File: src/rtl/vga_source_select_if.sv
// Signal bundle between the pattern generators, the source selector and the board VGA pins.
// The master drives the sources and the select request; the slave is the selector.
interface vga_source_select_if #(
  parameter int unsigned NUM_SRC = 4,
  parameter int unsigned COLOR_W = 4
);
  localparam int unsigned SEL_W = (NUM_SRC > 1) ? $clog2(NUM_SRC) : 1;

  logic [SEL_W-1:0]           sel_req;
  logic [NUM_SRC*COLOR_W-1:0] src_red;
  logic [NUM_SRC*COLOR_W-1:0] src_green;
  logic [NUM_SRC*COLOR_W-1:0] src_blue;
  logic [NUM_SRC-1:0]         src_h_sync;
  logic [NUM_SRC-1:0]         src_v_sync;
  logic [NUM_SRC-1:0]         src_display_on;

  logic [COLOR_W-1:0]         vga_red;
  logic [COLOR_W-1:0]         vga_green;
  logic [COLOR_W-1:0]         vga_blue;
  logic                       h_sync;
  logic                       v_sync;
  logic [NUM_SRC-1:0]         led;
  logic                       switch_pending;
  logic                       forced_switch;

  modport master (
    output sel_req, src_red, src_green, src_blue, src_h_sync, src_v_sync, src_display_on,
    input  vga_red, vga_green, vga_blue, h_sync, v_sync, led, switch_pending, forced_switch
  );

  modport slave (
    input  sel_req, src_red, src_green, src_blue, src_h_sync, src_v_sync, src_display_on,
    output vga_red, vga_green, vga_blue, h_sync, v_sync, led, switch_pending, forced_switch
  );
endinterface

File: src/rtl/vga_source_select.sv
// N-way VGA source selector: debounced select request, swap only at a vsync frame boundary of
// the displayed source (or after a timeout), registered outputs with blanking.
module vga_source_select #(
  parameter int unsigned NUM_SRC         = 4,
  parameter int unsigned COLOR_W         = 4,
  parameter bit          SYNC_ACTIVE     = 1'b0,
  parameter int unsigned DEBOUNCE_CYCLES = 16,
  parameter int unsigned TIMEOUT_CYCLES  = 1048576
) (
  input logic                clk,
  input logic                rst,
  vga_source_select_if.slave bus
);
  localparam int unsigned SEL_W = (NUM_SRC > 1) ? $clog2(NUM_SRC) : 1;
  localparam int unsigned DB_W  = (DEBOUNCE_CYCLES > 1) ? $clog2(DEBOUNCE_CYCLES) : 1;
  localparam int unsigned TO_W  = (TIMEOUT_CYCLES > 1) ? $clog2(TIMEOUT_CYCLES) : 1;

  typedef enum logic [0:0] {StIdle, StPending} state_e;

  logic [SEL_W-1:0]   sync1_q, sync2_q;
  logic [SEL_W-1:0]   cand_q, cand_d;
  logic [DB_W-1:0]    db_cnt_q, db_cnt_d;
  logic [SEL_W-1:0]   target_q, target_d;
  logic [SEL_W-1:0]   active_q, active_d;
  logic [TO_W-1:0]    to_cnt_q, to_cnt_d;
  state_e             state_q, state_d;
  logic               forced_q, forced_d;
  logic               prev_vs_q;
  logic               cur_vs, vs_edge, timeout;

  logic [COLOR_W-1:0] red_q, green_q, blue_q;
  logic [COLOR_W-1:0] red_d, green_d, blue_d;
  logic               h_sync_q, v_sync_q;
  logic [NUM_SRC-1:0] led;

  // Debounce: target follows a candidate that has been stable long enough and is in range.
  always_comb begin
    cand_d   = cand_q;
    db_cnt_d = db_cnt_q;
    target_d = target_q;
    if (sync2_q != cand_q) begin
      cand_d   = sync2_q;
      db_cnt_d = '0;
    end else if (db_cnt_q != DB_W'(DEBOUNCE_CYCLES - 1)) begin
      db_cnt_d = db_cnt_q + 1'b1;
    end
    if (db_cnt_d == DB_W'(DEBOUNCE_CYCLES - 1) && 32'(cand_d) < NUM_SRC) begin
      target_d = cand_d;
    end
  end

  // prev_vs_q still holds the old source's sample after a swap, so a swap cannot fake an edge.
  assign cur_vs  = bus.src_v_sync[active_q];
  assign vs_edge = (cur_vs == SYNC_ACTIVE) && (prev_vs_q != SYNC_ACTIVE);
  assign timeout = (to_cnt_q == TO_W'(TIMEOUT_CYCLES - 1));

  always_comb begin
    state_d  = state_q;
    active_d = active_q;
    to_cnt_d = to_cnt_q;
    forced_d = 1'b0;
    case (state_q)
      StIdle: begin
        if (target_q != active_q) begin
          state_d  = StPending;
          to_cnt_d = '0;
        end
      end
      StPending: begin
        to_cnt_d = to_cnt_q + 1'b1;
        if (target_q == active_q) begin
          state_d = StIdle;
        end else if (vs_edge || timeout) begin
          active_d = target_q;
          state_d  = StIdle;
          forced_d = timeout && !vs_edge;
        end
      end
      default: state_d = StIdle;
    endcase
  end

  always_comb begin
    red_d   = '0;
    green_d = '0;
    blue_d  = '0;
    if (bus.src_display_on[active_q]) begin
      red_d   = bus.src_red[32'(active_q) * COLOR_W +: COLOR_W];
      green_d = bus.src_green[32'(active_q) * COLOR_W +: COLOR_W];
      blue_d  = bus.src_blue[32'(active_q) * COLOR_W +: COLOR_W];
    end
  end

  always_comb begin
    led = '0;
    for (int unsigned i = 0; i < NUM_SRC; i++) begin
      led[i] = (32'(active_q) == i);
    end
  end

  always_ff @(posedge clk) begin
    if (rst) begin
      sync1_q   <= '0;
      sync2_q   <= '0;
      cand_q    <= '0;
      db_cnt_q  <= '0;
      target_q  <= '0;
      active_q  <= '0;
      to_cnt_q  <= '0;
      state_q   <= StIdle;
      forced_q  <= 1'b0;
      prev_vs_q <= ~SYNC_ACTIVE;
      red_q     <= '0;
      green_q   <= '0;
      blue_q    <= '0;
      h_sync_q  <= ~SYNC_ACTIVE;
      v_sync_q  <= ~SYNC_ACTIVE;
    end else begin
      sync1_q   <= bus.sel_req;
      sync2_q   <= sync1_q;
      cand_q    <= cand_d;
      db_cnt_q  <= db_cnt_d;
      target_q  <= target_d;
      active_q  <= active_d;
      to_cnt_q  <= to_cnt_d;
      state_q   <= state_d;
      forced_q  <= forced_d;
      prev_vs_q <= cur_vs;
      red_q     <= red_d;
      green_q   <= green_d;
      blue_q    <= blue_d;
      h_sync_q  <= bus.src_h_sync[active_q];
      v_sync_q  <= cur_vs;
    end
  end

  assign bus.vga_red        = red_q;
  assign bus.vga_green      = green_q;
  assign bus.vga_blue       = blue_q;
  assign bus.h_sync         = h_sync_q;
  assign bus.v_sync         = v_sync_q;
  assign bus.led            = led;
  assign bus.switch_pending = (state_q == StPending);
  assign bus.forced_switch  = forced_q;
endmodule

File: src/flat_wrapper.sv
// flat-port wrapper written by rule: the top's interface ports become plain ports
module vga_source_select_flat 
#(
  parameter int unsigned NUM_SRC         = 4,
  parameter int unsigned COLOR_W         = 4,
  parameter bit          SYNC_ACTIVE     = 1'b0,
  parameter int unsigned DEBOUNCE_CYCLES = 16,
  parameter int unsigned TIMEOUT_CYCLES  = 1048576
)
  (clk, rst, bus_sel_req, bus_src_red, bus_src_green, bus_src_blue, bus_src_h_sync, bus_src_v_sync, bus_src_display_on, bus_vga_red, bus_vga_green, bus_vga_blue, bus_h_sync, bus_v_sync, bus_led, bus_switch_pending, bus_forced_switch);
  vga_source_select_if #(.NUM_SRC(NUM_SRC), .COLOR_W(COLOR_W)) bus_i ();
  input logic clk;
  input logic rst;
  input wire logic [$bits(bus_i.sel_req)-1:0] bus_sel_req;
  input wire logic [$bits(bus_i.src_red)-1:0] bus_src_red;
  input wire logic [$bits(bus_i.src_green)-1:0] bus_src_green;
  input wire logic [$bits(bus_i.src_blue)-1:0] bus_src_blue;
  input wire logic [$bits(bus_i.src_h_sync)-1:0] bus_src_h_sync;
  input wire logic [$bits(bus_i.src_v_sync)-1:0] bus_src_v_sync;
  input wire logic [$bits(bus_i.src_display_on)-1:0] bus_src_display_on;
  output wire logic [$bits(bus_i.vga_red)-1:0] bus_vga_red;
  output wire logic [$bits(bus_i.vga_green)-1:0] bus_vga_green;
  output wire logic [$bits(bus_i.vga_blue)-1:0] bus_vga_blue;
  output wire logic [$bits(bus_i.h_sync)-1:0] bus_h_sync;
  output wire logic [$bits(bus_i.v_sync)-1:0] bus_v_sync;
  output wire logic [$bits(bus_i.led)-1:0] bus_led;
  output wire logic [$bits(bus_i.switch_pending)-1:0] bus_switch_pending;
  output wire logic [$bits(bus_i.forced_switch)-1:0] bus_forced_switch;
  assign bus_i.sel_req = bus_sel_req;
  assign bus_i.src_red = bus_src_red;
  assign bus_i.src_green = bus_src_green;
  assign bus_i.src_blue = bus_src_blue;
  assign bus_i.src_h_sync = bus_src_h_sync;
  assign bus_i.src_v_sync = bus_src_v_sync;
  assign bus_i.src_display_on = bus_src_display_on;
  assign bus_vga_red = bus_i.vga_red;
  assign bus_vga_green = bus_i.vga_green;
  assign bus_vga_blue = bus_i.vga_blue;
  assign bus_h_sync = bus_i.h_sync;
  assign bus_v_sync = bus_i.v_sync;
  assign bus_led = bus_i.led;
  assign bus_switch_pending = bus_i.switch_pending;
  assign bus_forced_switch = bus_i.forced_switch;
  vga_source_select #(.NUM_SRC(NUM_SRC), .COLOR_W(COLOR_W), .SYNC_ACTIVE(SYNC_ACTIVE), .DEBOUNCE_CYCLES(DEBOUNCE_CYCLES), .TIMEOUT_CYCLES(TIMEOUT_CYCLES)) u_core (.clk(clk), .rst(rst), .bus(bus_i));
endmodule
File: config.mk
export PLATFORM = sky130hd
export DESIGN_NAME = vga_source_select_flat
export DESIGN_NICKNAME = d
export VERILOG_FILES = /design/src/rtl/vga_source_select_if.sv /design/src/rtl/vga_source_select.sv /design/src/flat_wrapper.sv
export SDC_FILE = /design/constraint.sdc
export NUM_CORES = 1
export LEC_CHECK = 0
export CELL_PAD_IN_SITES_DETAIL_PLACEMENT = 1
export CELL_PAD_IN_SITES_GLOBAL_PLACEMENT = 1
export CORE_UTILIZATION = 35
export CTS_BUF_LIST = sky130_fd_sc_hd__clkbuf_4 sky130_fd_sc_hd__clkbuf_8
export CTS_CLUSTER_SIZE = 20
export DETAILED_ROUTE_END_ITERATION = 10
export HOLD_SLACK_MARGIN = 0.15
export PLACE_DENSITY = 0.8
export SLEW_MARGIN = 20
export SYNTH_ARGS = -nofsm -noshare
export SYNTH_HDL_FRONTEND = slang
export SYNTH_SLANG_ARGS = --single-unit
export TNS_END_PERCENT = 5
File: constraint.sdc
create_clock -name clk -period 2.3 [get_ports clk]
set_clock_uncertainty 0.2 [all_clocks]
set_input_delay 0.69 -clock clk [delete_from_list [all_inputs] [get_ports clk]]
set_output_delay 0.69 -clock clk [all_outputs]
set_load 0.02 [all_outputs]
# Word-level counts from Yosys, hierarchy flattened
# Index checks and enable logic that the tools add are counted.
word_totals:
  elab_cells: 58
  inputBits: 64
  regBits: 50
op_classes:
  n_lt_le_gt_ge: 1
  n_shift: 3
  add_sub_neg: 2
  mux: 15
  bitwise: 5
  n_eq_ne: 10
  reduce_logical: 8
ops:
  columns: ["op", "count"]
  rows:
  - ["$shiftx A16 B5 Y4", 3]
  - ["$pmux W20 S2", 1]
  - ["$add A20 B1 Y20 const B", 1]
  - ["$eq A20 B20 Y1 const B", 1]
  - ["$mux W20", 1]
  - ["$mux W4", 2]
  - ["$bmux W1 S2", 3]
  - ["$mux W1", 6]
  - ["$not A1 Y1", 5]
  - ["$add A4 B1 Y4 const B", 1]
  - ["$eq A2 B2 Y1 const B", 2]
  - ["$eq A4 B4 Y1 const B", 1]
  - ["$ne A2 B2 Y1", 2]
  - ["$ne A4 B4 Y1 const B", 1]
  - ["$reduce_or A4 Y1", 1]
  - ["$lt A2 B3 Y1 const B", 1]
  - ["$reduce_and A3 Y1", 1]
  - ["$eq A2 B1 Y1 const B", 1]
  - ["$eq A2 B2 Y1", 1]
  - ["$logic_and A1 B1 Y1", 2]
  - ["$logic_not A2 Y1", 1]
  - ["$mux W2", 1]
  - ["$ne A2 B1 Y1 const B", 1]
  - ["$pmux W1 S2", 1]
  - ["other kinds (3)", 3]

# Longest topological paths before layout
depth:
  word_depth: 8
  depth_mapped: 5
  ltp_nobuf: 5

# Least setup slack after synthesis
# Ideal clock, no wire load.
synth_path:
  kind: "reg-to-output"
  from: "reg u_core.active_q[1]"
  to: "out bus_led[2]"
  path_stages_with_launch: 4
  path_buffers: 2
  slack_ns: 0.122
  t_arrival_ns: 1.288
  cell_sequence: "dfxtp_1 > buf_2 > buf_1 > nor2b_1"
synth_via:
  elab_chain_cells: 1
synth_lines:
  columns: ["element", "line_no", "rtl"]
  rows:
  - ["start, declared", "vga_source_select.sv:24", "logic [SEL_W-1:0] active_q, active_d;"]
  - ["start signal, assigned", "vga_source_select.sv:124", "active_q <= active_d;"]
  - ["$eq A2 B2 Y1", "vga_source_select.sv:97", "led[i] = (32'(active_q) == i);"]
  - ["end, declared", "flat_wrapper.sv:26", "output wire logic [$bits(bus_i.led)-1:0] bus_led;"]
# No other way between the ends.

# Worst setup path in the final report
layout_path:
  from: "reg u_core.state_q, in the netlist u_core.bus.switch_pending"
  to: "out bus_switch_pending"
layout_rtl:
  columns: ["element", "line_no", "rtl"]
  rows:
  - ["start, declared", "vga_source_select.sv:26", "state_e state_q, state_d;"]
  - ["start signal, assigned", "vga_source_select.sv:110", "state_q <= StIdle;"]
  - ["start signal, assigned", "vga_source_select.sv:126", "state_q <= state_d;"]
  - ["end, declared", "flat_wrapper.sv:27", "output wire logic [$bits(bus_i.switch_pending)-1:0] bus_switch_pending;"]
# No word-level cell between the ends.

==> metrics list <==
* Status: finished clean
- Number of buffers added by the clock tree synthesis step: 5
- The first detailed-routing pass took 4 iterations.
* Buffers and inverters on the worst path: 1
- The die is 85.9 um wide.
- Global routing used 36.4% of the available met2 tracks.
* CTS clk-pin slew, worst paths: 0.10 ns
- The synthesized design contains 0 enable-type register cells.
* Fmax: 447 MHz
* Global Route met1 Usage: 22.5%
* Maximum level of the CTS H-tree: 2
- Total of endpoints with negative setup slack in the final report: 0
- Full die area: 7380 sq um
- After the last flow step, the layout net total stands at 393.
- In this run the power spent charging and discharging nets is 399 uW.
* Critical-path maximum fanout: 2
- Across every metal layer, demand over resource in global routing totals 20.2%.
* List of cells traversed by the critical path: clkdlybuf4s50_1
- Antenna Nets Post-Route: 0
- For this block, the via count after detailed routing is 2265.
- The number of nets handed over by synthesis was 310.
* Critical path endpoint: bus_switch_pending
- 1st-iter DRT viols: 39
* Sum of negative setup slack: 0 ns
* Final period demand of the worst path: 2.24 ns
* Global route total overflow: 0
- Chip Height: 85.9 um
- The number of max-slew violations in the final report is 0.
- The worst register-to-register path ends at u_core.target_q[0].
* Startpoint of the most critical hold path: u_core.sync1_q[0]
- On the critical path the largest part of the delay comes from buffers and inverters.
* Number of top-level design ports: 84
* Leakage: 1.19 nW
- Routed wire per std cell: 17.0 um
* Maximum root-to-sink buffer count: 2
- Dividing the final minimum period by the clock period gives 97.2%.
* Primary flip-flop cell chosen by synthesis mapping: sky130_fd_sc_hd__dfxtp_1
- The setup path with the least slack is of type register to output port.
- Tracing the worst setup path back leads to its startpoint at u_core.bus.switch_pending.
* Slowest Stage Delay on Critical Path: 0.63 ns
- RSZ-0062 raised after global routing: no
* First-pass GRT wire length: 11600 um
- Combinational logic is responsible for 12.3% of the overall power.
- Tightest Pin Transition: 0.609 ns
- Post-route DRC: 0
* Start of the worst register-to-register path: u_core.db_cnt_q[0]
* Number of distinct standard cells referenced by the synthesized netlist: 47
* Site row count: 30
- Max-slew headroom: 59.1%
- Number of synthesized register bits: 50
- The Yosys step of the flow raised 0 warnings.
- Required time of the critical path: 1.41 ns
* Buffer cell driving the clock tree root: sky130_fd_sc_hd__clkbuf_8
- Part of the total power dissipated in sequential elements: 50.9%
- Across all register-to-register paths, the minimum setup slack is 0.13 ns.
- Max-cap violations: 0
- Power spread over the standard cell area amounts to 497 nW/um^2.
- Grt peak-use layer: met2
- TritonCTS built the clock tree.
- R2R depth: 5
- The number of antenna violations at the first check in global routing came to 0.
- Entering global routing, the biggest net connects 34 pins.
- Total design power: 1.76 mW
- The worst setup path is captured at an output port.
- Peak ir drop on the vdd network: 0.219 mV
- The number of antenna diodes in the final layout is 0.
* Detailed Place HPWL: 5430 um
- Net switching share of the total power: 22.6%
- The slowest stage of the critical path belongs to the cell sky130_fd_sc_hd__clkdlybuf4s50_1.
- The core region is 6790 sq um.
- Count of input and output buffers: 83
* GP Congestion: 0.807
- After detailed routing, the total wire length is 7190 um.
* Effective utilization at floorplan: 36.3%
- At the later pin of the worst-skew pair, clock insertion delay measures 0.31 ns.
- Clock Power Share: 36.8%
- After detailed routing, the number of vias per cell comes to 5.34.
- Share of async-settable or async-resettable flops after synthesis: 0%
- Share of post-route cells with drive strength above 1: 11.0%
- The filler cells instantiated in the layout total 764.
* Number of endpoints with negative hold slack in the final report: 0
* Crit path depth: 1
- Combined area of all synthesized cells: 2460 sq um
- The cell count after synthesis came out at 244.
- Number of sinks handled by clock tree synthesis: 50
- For this run, global-route usage on met3 was measured as 6.64%.
* Mean instance size in the synthesized netlist: 10.1 sq um
- Pint: 1.36 mW
- Vias in the first global route: 2288
* Arrival time reported for the critical path endpoint: 1.35 ns
* Category of the worst setup path launch point: register
* Type of the tightest min-delay check: register to register
* Area overhead of the layout relative to synthesis: 44.0%
* Number of hold-repair buffers added at the cts stage: 0
* Sequential share of the synthesized area: 40.6%
## Yosys cell counts (2+ instances only)
master,number,share of area (%)
sky130_fd_sc_hd__a21boi_0,2,0.61
sky130_fd_sc_hd__a21oi_1,14,2.8
sky130_fd_sc_hd__a311oi_1,4,1.4
sky130_fd_sc_hd__a31oi_1,2,0.51
sky130_fd_sc_hd__and2_1,2,0.51
sky130_fd_sc_hd__and3_1,2,0.51
sky130_fd_sc_hd__buf_1,2,0.30
sky130_fd_sc_hd__buf_2,2,0.41
sky130_fd_sc_hd__clkbuf_1,7,1.1
sky130_fd_sc_hd__dfxtp_1,50,41
sky130_fd_sc_hd__ha_1,2,1.0
sky130_fd_sc_hd__inv_1,4,0.61
sky130_fd_sc_hd__mux2i_1,8,3.3
sky130_fd_sc_hd__mux4_2,14,13
sky130_fd_sc_hd__nand2_1,12,1.8
sky130_fd_sc_hd__nand2b_1,10,2.5
sky130_fd_sc_hd__nand3_1,10,2.0
sky130_fd_sc_hd__nand3b_1,2,0.61
sky130_fd_sc_hd__nand4_1,8,2.0
sky130_fd_sc_hd__nand4b_1,2,0.71
sky130_fd_sc_hd__nor2_1,11,1.7
sky130_fd_sc_hd__nor2b_1,18,4.6
sky130_fd_sc_hd__nor3_1,5,1.0
sky130_fd_sc_hd__nor3b_1,3,0.91
sky130_fd_sc_hd__o211ai_1,4,1.2
sky130_fd_sc_hd__o21ai_0,5,1.0
sky130_fd_sc_hd__o311ai_0,4,1.4
sky130_fd_sc_hd__or2_2,3,0.76
sky130_fd_sc_hd__or3_1,7,1.8
sky130_fd_sc_hd__or4_1,4,1.2
sky130_fd_sc_hd__xnor2_1,4,1.4
sky130_fd_sc_hd__xor2_1,2,0.71
## registers in the layout, indices dropped and copies added (netlist names)
signal	cells
u_core.bus.vga_red	4
u_core.active_q	2
u_core.prev_vs_q	1
u_core.bus.vga_green	4
u_core.cand_q	2
u_core.target_q	2
u_core.to_cnt_q	20
u_core.bus.h_sync	1
u_core.bus.vga_blue	4
u_core.sync1_q	2
u_core.bus.forced_switch	1
u_core.db_cnt_q	4
u_core.sync2_q	2
u_core.bus.switch_pending	1
## kinds of logic (layout without fill, tap and decap cells)
kind of cell	count (synthesis)	after routing	share of synthesized area (%)
AND/OR/NAND/NOR	104	104	25.2
flip-flops	50	50	40.6
AO/OA/AOI/OAI	43	43	11.7
multiplexers	23	23	16.5
buffers and inverters	16	100	2.84
XOR/XNOR	6	6	2.13
adder cells (fa/ha/maj)	2	2	1.02
## layer usage
layer / wire length, um / vias to the layer above
met5: 0 / -
met1: 2980 / 1100
met4: 119 / 0
li1: - / 1085
met2: 3550 / 70
met3: 544 / 10
## power by group through the flow
stage | registers [mW] | clock network (mW) | logic [mW]
floorplan | 0.926 | 0 | 0.0570
global placement | 0.915 | 0 | 0.214
detailed placement | 0.916 | 0 | 0.220
CTS | 0.896 | 0.664 | 0.221
global route | 0.899 | 0.703 | 0.232
finish | 0.896 | 0.648 | 0.217
## metrics by stage
step	hold slack [ns]	instances	cell area, sq um	utilization (%)	setup slack [ns]
6_report	0.248	424	3550	52.2	0.0635
2_1_floorplan	0.214	244	2460	-	0.122
3_5_place_dp	0.230	416	3430	50.6	-0.244
4_1_cts	0.255	424	3550	52.2	0.0469
3_3_place_gp	0.222	416	3430	50.6	-0.0210
5_1_grt	0.276	424	3550	52.2	0.0161
## area by class of cell
class                           instances  area, sq um  area share, %
Inverter                                4         15.0          0.423
Timing Repair Buffer                   88          901           25.4
Multi-Input combinational cell        178         1400           39.4
Clock inverter                          3         43.8           1.23
Sequential cell                        50         1000           28.3
Tap cell                               96          120           3.39
Clock buffer                            5         68.8           1.94
## layout by cell type, fill, tap and decap left out, drive strengths merged, types with 7 or more instances in the layout
cell | Yosys | routed
clkdlybuf4s50 | 0 | 79
nand4 | 8 | 8
nand3 | 11 | 11
nand2b | 10 | 10
mux2i | 8 | 8
nand2 | 12 | 12
nor2 | 11 | 11
a21oi | 14 | 14
dfxtp | 50 | 50
nor2b | 18 | 18
mux4 | 14 | 14
or3 | 7 | 7
## repair_timing
item                                    in CTS  in global routing
gates resized for setup                      6                  0
endpoints found under the setup margin       8                  0
setup buffers                                0                  0
## worst min-delay path by stage
stage / endpoint / slack, ns / depth (start not counted)
2_1_floorplan: u_core.sync2_q[0] / 0.21 / 1
3_3_place_gp: u_core.sync2_q[1] / 0.22 / 1
3_5_place_dp: u_core.sync2_q[0] / 0.23 / 1
4_1_cts: u_core.sync2_q[0] / 0.25 / 1
5_1_grt: u_core.sync2_q[1] / 0.28 / 1
6_report: u_core.sync2_q[0] / 0.25 / 1
(Power assumes the default switching activity.)
